**src/rtl/trace_serializer.sv**
```systemverilog
// ============================================================================
// Module   : trace_serializer
// Purpose  : Replays trace-memory words as 2**n-bit parallel beats, LSB-first,
//            over a valid/ready handshake with one prefetch word buffered.
// Revision : 1.0 - initial release
// ============================================================================
`default_nettype none

module trace_serializer #(
    parameter int TRB_WIDTH       = 64,
    parameter int TRB_MAX_TRACES  = 8,
    parameter int TRB_NTRACE_BITS = 2
) (
    input  logic                       CLK_I,
    input  logic                       RST_I,
    input  logic [TRB_NTRACE_BITS-1:0] EXP_TRACES_I,
    input  logic [TRB_WIDTH-1:0]       DATA_I,
    input  logic                       LOAD_PERM_I,
    output logic                       LOAD_O,
    output logic [TRB_MAX_TRACES-1:0]  TRACE_O,
    output logic                       TRACE_VALID_O,
    input  logic                       TRACE_READY_I
);

    localparam int POS_W   = $clog2(TRB_WIDTH);
    localparam int MAX_EXP = $clog2(TRB_MAX_TRACES);

    logic [TRB_WIDTH-1:0]       r_word;
    logic                       r_word_valid;
    logic [POS_W-1:0]           r_pos;
    logic [TRB_NTRACE_BITS-1:0] r_exp;
    logic [TRB_WIDTH-1:0]       r_buf;
    logic                       r_buf_valid;

    logic [TRB_NTRACE_BITS-1:0] w_exp_clamped;
    logic [POS_W:0]             w_n;
    logic [POS_W:0]             w_pos_next;
    logic                       w_xfer;
    logic                       w_last_xfer;
    logic                       w_promote;
    logic                       w_load;
    logic [TRB_WIDTH-1:0]       w_shifted;
    logic [TRB_MAX_TRACES-1:0]  w_trace;

    always_comb begin
        w_exp_clamped = EXP_TRACES_I;
        if ({{(32-TRB_NTRACE_BITS){1'b0}}, EXP_TRACES_I} > 32'(MAX_EXP))
            w_exp_clamped = TRB_NTRACE_BITS'(MAX_EXP);
    end

    assign w_n         = (POS_W+1)'(1) << r_exp;
    assign w_pos_next  = {1'b0, r_pos} + w_n;
    assign w_xfer      = r_word_valid & TRACE_READY_I;
    assign w_last_xfer = w_xfer & (w_pos_next == (POS_W+1)'(TRB_WIDTH));

    // The prefetch word moves up when nothing is active or the active word retires now
    assign w_promote = r_buf_valid & (~r_word_valid | w_last_xfer);
    assign w_load    = LOAD_PERM_I & (~r_buf_valid | w_promote) & ~RST_I;
    assign LOAD_O    = w_load;

    // Beat lanes beyond the active width read as zero
    assign w_shifted = r_word >> r_pos;
    always_comb begin
        w_trace = '0;
        for (int i = 0; i < TRB_MAX_TRACES; i++) begin
            if ((POS_W+1)'(i) < w_n)
                w_trace[i] = w_shifted[i];
        end
    end

    assign TRACE_O       = w_trace;
    assign TRACE_VALID_O = r_word_valid;

    always_ff @(posedge CLK_I or posedge RST_I) begin
        if (RST_I) begin
            r_buf       <= '0;
            r_buf_valid <= 1'b0;
        end else if (w_load) begin
            r_buf       <= DATA_I;
            r_buf_valid <= 1'b1;
        end else if (w_promote) begin
            r_buf_valid <= 1'b0;
        end
    end

    always_ff @(posedge CLK_I or posedge RST_I) begin
        if (RST_I) begin
            r_word       <= '0;
            r_word_valid <= 1'b0;
            r_pos        <= '0;
            r_exp        <= '0;
        end else if (w_promote) begin
            r_word       <= r_buf;
            r_word_valid <= 1'b1;
            r_pos        <= '0;
            r_exp        <= w_exp_clamped;
        end else if (w_last_xfer) begin
            r_word       <= '0;
            r_word_valid <= 1'b0;
            r_pos        <= '0;
        end else if (w_xfer) begin
            r_pos        <= w_pos_next[POS_W-1:0];
        end
    end

endmodule

`default_nettype wire

```
**config.mk**
```make
export PLATFORM = sky130hd
export DESIGN_NAME = trace_serializer
export DESIGN_NICKNAME = d
export VERILOG_FILES = /design/src/rtl/trace_serializer.sv
export SDC_FILE = /design/constraint.sdc
export NUM_CORES = 1
export LEC_CHECK = 0
export ABC_AREA = 0
export BUFFER_PORTS_ARGS = -buffer_cell sky130_fd_sc_hd__buf_2
export CAP_MARGIN = 20
export CORE_MARGIN = 2
export CORE_UTILIZATION = 55
export CTS_BUF_LIST = sky130_fd_sc_hd__clkbuf_2
export DETAILED_ROUTE_END_ITERATION = 8
export PLACE_DENSITY = 0.8
export SYNTH_ARGS = -nofsm -noshare
export SYNTH_HDL_FRONTEND = slang
export SYNTH_SLANG_ARGS = --single-unit
```
**constraint.sdc**
```tcl
create_clock -name CLK_I -period 7.55 [get_ports CLK_I]
set_clock_uncertainty 0.15 [all_clocks]
set_input_delay 1.1325 -clock CLK_I [delete_from_list [all_inputs] [get_ports CLK_I]]
set_output_delay 1.1325 -clock CLK_I [all_outputs]
set_load 0.05 [all_outputs]
```
==> results.cfg, run 1 <==
[clocking]
h-tree-depth = 4
path_clk_slew_ns = 0.18
clk_path_buf_depth = 2
cts_tree = built
cts_buffers = 17
post_cts_buffers = 0
clk_latency_ns = 0.70
cts_resized = 0
root_buffer = clkbuf_2
ctsHoldBuffers = 0
numClockSinks = 138

[floorplanning]
ios = 80
die_y_um = 126
core_um2 = 14600
num_rows = 44
dieWidth_um = 126
die-area_um2 = 15900
start_util = 0.564

[grt]
grt_max_degree = 77
grt_usage = 0.254
antenna_found_initial = 1
grt_overflow_total = 0
grt_pass1_wl_mm = 32.2
first_global_vias = 5868

[timing]
setup_viol = 0
hold_viol = 0
period_minus_slack_ns = 5.42
setup_tns_ns = 0
max_slew_margin = 0.396
tightest_slew_ns = 0.906
holdWs_ns = 0.360
fmax_mhz = 185
fin_crit_sh = 0.718
rsz0062_at_grt = false
slew_viol_final = 0

[setup_path]
cp_data_arrival_time_ns = 4.13
critPathKind = reg -> out
path_max_fanout = 31
cp-end-kind = primary output
r2r_start = r_pos[0]$_DFFE_PP0P_
reg2reg_depth = 9
required_ns = 6.27
startpoint_type = register
rrSetupSlack_ns = 3.32
rr_endpoint = r_buf[25]$_DFFE_PP0P_

[drt]
wl_per_cell_um = 21.4
vias = 5954
final_antenna_net_count = 0
drt_wl_total_mm = 19.2
vias_per_cell = 6.64
first_pass_iters = 5
drtIter0Drc = 612
route.detailed.drc = 0

[min_path]
hold_depth = 1
hp-class = reg -> reg
worstHoldStart = r_buf[56]$_DFFE_PP0P_
hold_end = r_word[56]$_DFFE_PP0P_

[finish]
mostFrequentLayoutCell = dfrtp_1
area_delta_synth_final_pct = 7.24
seqCellArea_um2 = 3460
final_layout_size_suffix_gt1_frac = 0.306
final_cells = 897
nets = 775
post-route-util = 0.605
multi_input_area_um2 = 4420
num-fill-cells = 1131
final_cell_mix = dfrtp_1 (136), buf_2 (79), a22o_1 (66)

[yosys]
syn_area_per_cell_um2 = 12.7
synth-seq-cells = 138
yosys_most_used_dff = dfrtp_1
synthCells = 650
synthesis.nets = 725
async_reset_ff_frac = 1.00
yosys.area.top_type = dfrtp_1
synth.top_cell.area_share = 0.420
ys_types = 58
yosys_warnings = 0
post_synth_instance_area_um2 = 8230
ys_seq_area_frac = 0.420
synth_edf_count = 0
synth.area.top_cells = dfrtp_1 (42%), mux4_2 (17%), a22o_1 (7.0%), mux2_1 (6.7%), mux2_2 (3.8%)

[placed_design]
dp_cells = 865
place_congestion = 0.967
io_buffer_count = 79
dp_hpwl_mm = 13.2

[run]
drv_cap = 0

[power_and_ir_drop]
p_total_w = 0.00301
power_density_nw_per_um2 = 342
p_leak_nw = 3.80
irDropWorstVdd_uv = 174

[run_status]
status = finished, final reports clean
## flip-flops by register name, indices dropped and copies added, names as in the netlist
name	cells
TRACE_VALID_O	1
r_buf	64
r_exp	2
r_word	64
r_pos	6
r_buf_valid	1
## synthesized netlist by cell type (all sizes together) (4+ instances only)
cell type and n:
o22ai 6, nor2b 9, buf 35, o211ai 11, nor2 27, mux4 63
a211oi 4, nand2 45, mux2 77, inv 7, and2 4, a22o 66
nand3 14, dfrtp 138, a21oi 25, o21ai 10, clkbuf 24, mux2i 30
nor3 4, ha 4
## cell families (layout without fill, tap and decap cells)
kind of cell               after synthesis  after routing  share of synthesized area
muxes                                  170            170                      0.314
AOI/OAI and AO/OA                      150            150                      0.141
other                                    0              1                          0
adders and majority gates                5              5                    0.00852
buffers and inverters                   66            128                     0.0458
and+or+nand+nor                        117            117                     0.0662
DFF                                    138            138                      0.420
xor gates and xnor gates                 4              4                    0.00426
## final cells by class
type / instances / area share
inverters: 7 / 0.00326
clock buffers: 20 / 0.0113
well taps: 184 / 0.0261
diodes: 1 / 0.000284
flip-flops and latches: 138 / 0.392
clock inverters: 11 / 0.0119
repair buffers: 90 / 0.0542
multi-input cells: 446 / 0.501
## stage by stage
stage | cell area, µm² | worst slack, ns
after floorplan | 8230 | 1.30
after global placement | 8610 | 2.94
after detailed placement | 8610 | 2.85
after CTS | 8820 | 2.03
after global routing | 8820 | 1.73
final | 8820 | 2.13
## worst max-delay path by stage
stage | from | end | slack [ns] | cells past startpoint
after global placement | r_pos[0]$_DFFE_PP0P_ | LOAD_O | 2.94 | 8
after global routing | r_pos[0]$_DFFE_PP0P_ | LOAD_O | 1.73 | 8
final | r_pos[0]$_DFFE_PP0P_ | LOAD_O | 2.13 | 8
after CTS | r_pos[0]$_DFFE_PP0P_ | LOAD_O | 2.03 | 8
after floorplan | RST_I | LOAD_O | 1.30 | 5
after detailed placement | r_pos[0]$_DFFE_PP0P_ | LOAD_O | 2.85 | 8
## per-layer routing
layer,part of all wire,GRT usage,up-vias
met3,0.059,0.0515,32
met4,0.021,0.0860,0
met2,0.47,0.382,226
met1,0.44,0.376,3043
met5,0,0,-
li1,-,-,2653
## worst max-delay path, stage by stage, from the launching register on
cell	delay, ns
dfrtp_2	0.89
ha_1	0.30
fa_1	0.44
nor4b_1	0.33
nand2_1	0.11
o41a_1	0.46
a21oi_4	0.18
buf_4	0.37
buf_2	0.34
## report_power, final
part	switching (W)	internal (W)
clock	0.000246	0.000148
combinational	0.000751	0.000704
sequential	0.000249	0.000915
(Power assumes the default switching activity.)
==> run 2, diff against run 1 <==
ABC_AREA = 1   (was 0)
PLACE_DENSITY = 0.83   (was 0.8)
clock period = 4.5 ns   (was 7.55 ns; I/O delays follow)
==> run 2 against run 1 <==
Against the previous run: clock power rose by 85%; setup slack got worse by 1.8 ns; first-iteration DRC count rose by 50%; global-route usage rose by 4.8 points; combinational power rose by 34%; via count rose by 45%; die area rose by 1.4%; synthesized area rose by 1.4%; final area rose by 8.6%; sequential cell count did not move; clock-buffer cell count fell by 2; largest cell class unchanged; highest routed layer unchanged.
==> results.cfg, run 2 <==
[run_status]
status = finished, final reports clean

[timing]
slew_viol_final = 0
fmax_mhz = 242
max_slew_margin = 0.475
period_minus_slack_ns = 4.13
setup_viol = 0
holdWs_ns = 0.0458
tightest_slew_ns = 0.786
hold_viol = 0
setup_tns_ns = 0
rsz0062_at_grt = false
fin_crit_sh = 0.918

[finish]
num-fill-cells = 1346
post-route-util = 0.637
design_area_um2 = 9580
top_regs = r_buf x64, r_word x64, r_pos x6
final_cell_mix = nand2_1 (550), nand3_1 (351), dfrtp_1 (136)
area_delta_synth_final_pct = 14.8
final_layout_size_suffix_gt1_frac = 0.102
mostFrequentLayoutCell = nand2_1
nets = 1423

[clocking]
h-tree-depth = 4
clk_latency_ns = 0.76
post_cts_buffers = 0
path_clk_slew_ns = 0.20
clk_path_buf_depth = 2
cts_buffers = 17
numClockSinks = 138
cts_tree = built
root_buffer = clkbuf_2

[yosys]
synthCells = 1252
synth.area.top_cells = dfrtp_1 (41%), nand2_1 (25%), nand3_1 (21%), nor2_1 (2.2%), clkbuf_1 (1.5%)
ys_seq_area_frac = 0.414
yosys-mux-area-fraction = 0
synth-simple-area-share = 0.485
synth-compound-area-share = 0.0190
yosys.area_share.adder = 0.00840
synth-seq-cells = 138
ys_types = 26
synthesis.nets = 1327
yosys-top-cells-count = nand2_1 (552), nand3_1 (352), dfrtp_1 (138), nor2_1 (48), clkbuf_1 (33)
yosys.area.top_type = dfrtp_1
synth_edf_count = 0
syn_area_per_cell_um2 = 6.66
post_synth_instance_area_um2 = 8340
synth_top_family_by_area = simple AND/OR/NAND/NOR gates
yosysMostFrequentCell = nand2_1
synth.top_cell.area_share = 0.414
synth-xor-area-share = 0.00420
yosys_warnings = 0
yosys_most_used_dff = dfrtp_1
async_reset_ff_frac = 1.00

[min_path]
hold_depth = 3
hp-class = in -> reg

[grt]
grt_overflow_total = 0
met2_usage = 0.444
first_global_vias = 7880
grt_max_degree = 139
met1_usage = 0.446
grt_pass1_wl_mm = 39.0
grt_usage = 0.302
grt-busiest-layer = met1
antenna_found_initial = 2
grt.met3_usage = 0.0549

[drt]
vias = 8646
wl_per_cell_um = 15.2
route.detailed.drc = 0
final_antenna_net_count = 0
first_pass_iters = 9
drtIter0Drc = 915
drt_wl_total_mm = 23.5
vias_per_cell = 5.58

[setup_path]
required_ns = 3.67
reg2reg_depth = 12
path_max_fanout = 43
startpoint_type = register
cp-end-kind = primary output
critPathKind = reg -> out
cp_data_arrival_time_ns = 3.31

[floorplanning]
dieWidth_um = 127
num_rows = 45
die_y_um = 127
ios = 80
die-area_um2 = 16200
core_um2 = 15000
start_util = 0.555

[power_and_ir_drop]
power_density_nw_per_um2 = 459
irDropWorstVdd_uv = 234
p_leak_nw = 5.21

[run]
drv_cap = 0

[placed_design]
place_congestion = 0.966
dp_hpwl_mm = 15.1
placed_cell_area_um2 = 8700
io_buffer_count = 79
## run 2: cell count changes after synthesis, sizes merged, moves of 11 or more
| cell | change |
|---|---|
| nand2 | +508 |
| nand3 | +338 |
| mux2 | -77 |
| a22o | -66 |
| mux4 | -63 |
| mux2i | -30 |
| inv | +23 |
| nor2 | +22 |
| buf | +17 |
| o211ai | -11 |
## run 2: kinds of logic after synthesis
| group | after synthesis |
|---|---|
| buffers and inverters | 117 |
| AO/OA/AOI/OAI | 31 |
| adder cells (fa/ha/maj) | 5 |
| flip-flops | 138 |
| AND/OR/NAND/NOR | 957 |
| XOR/XNOR | 4 |
## run 2: final cells by class
class | instances | area (µm²) | area share
repair buffers | 162 | 1210 | 0.126
diodes | 1 | 2.50 | 0.000261
multi-input cells | 997 | 4330 | 0.452
flip-flops and latches | 138 | 3460 | 0.361
inverters | 32 | 124 | 0.0129
clock inverters | 14 | 139 | 0.0145
well taps | 188 | 235 | 0.0245
clock buffers | 18 | 90.1 | 0.00940
## run 2: critical path: stages, from the launching register on
cell,delay (ns)
dfrtp_1,0.49
inv_2,0.54
buf_4,0.37
nand2_1,0.10
nand3_1,0.08
nand2_1,0.09
o21ai_0,0.20
nand2_1,0.07
a21oi_1,0.17
nand2_1,0.07
nand2_1,0.09
buf_2,0.27
## run 2: per-layer routing
| metal | routed length, µm | share of wire | vias to the layer above |
|---|---|---|---|
| met3 | 1830 | 0.078 | 47 |
| met5 | 0 | 0 | - |
| met1 | 10900 | 0.46 | 3958 |
| li1 | - | - | 4273 |
| met2 | 10200 | 0.43 | 368 |
| met4 | 626 | 0.027 | 0 |
## run 2: power by group
group / total, W / internal [W] / switching, W / leakage [nW]
logic: 0.00195 / 0.000649 / 0.00130 / 3.25
registers: 0.00171 / 0.00149 / 0.000220 / 1.83
clock network: 0.000730 / 0.000216 / 0.000514 / 0.130
total: 0.00440 / 0.00236 / 0.00204 / 5.21
## run 2: what timing repair did
item,4_1_cts,5_1_grt
endpoints found under the hold margin,153,0
resized for setup,0,0
hold buffers,65,0
## run 2: final timing paths
kind	startpoint	endpoint	slack, ns
worst max-delay path	r_pos[0]$_DFFE_PP0P_	TRACE_O[0]	0.37
worst min-delay path	EXP_TRACES_I[0]	r_exp[0]$_DFFE_PP0P_	0.05
worst max register to register	r_pos[0]$_DFFE_PP0P_	r_pos[0]$_DFFE_PP0P_	1.04
worst min register to register	r_buf[23]$_DFFE_PP0P_	r_buf[23]$_DFFE_PP0P_	0.35
max in group asynchronous	RST_I	r_buf_valid$_DFFE_PP0P_	3.12
min in group asynchronous	RST_I	r_word[20]$_DFFE_PP0P_	0.55
## run 2: metrics by stage
stage                     setup slack (ns)  power, W  std cells
after floorplan                       1.26   0.00313       1252
after global placement                1.13   0.00358       1451
after detailed placement              1.07   0.00361       1452
after CTS                            0.309   0.00438       1549
after global routing                 0.109   0.00475       1550
final                                0.370   0.00440       1550
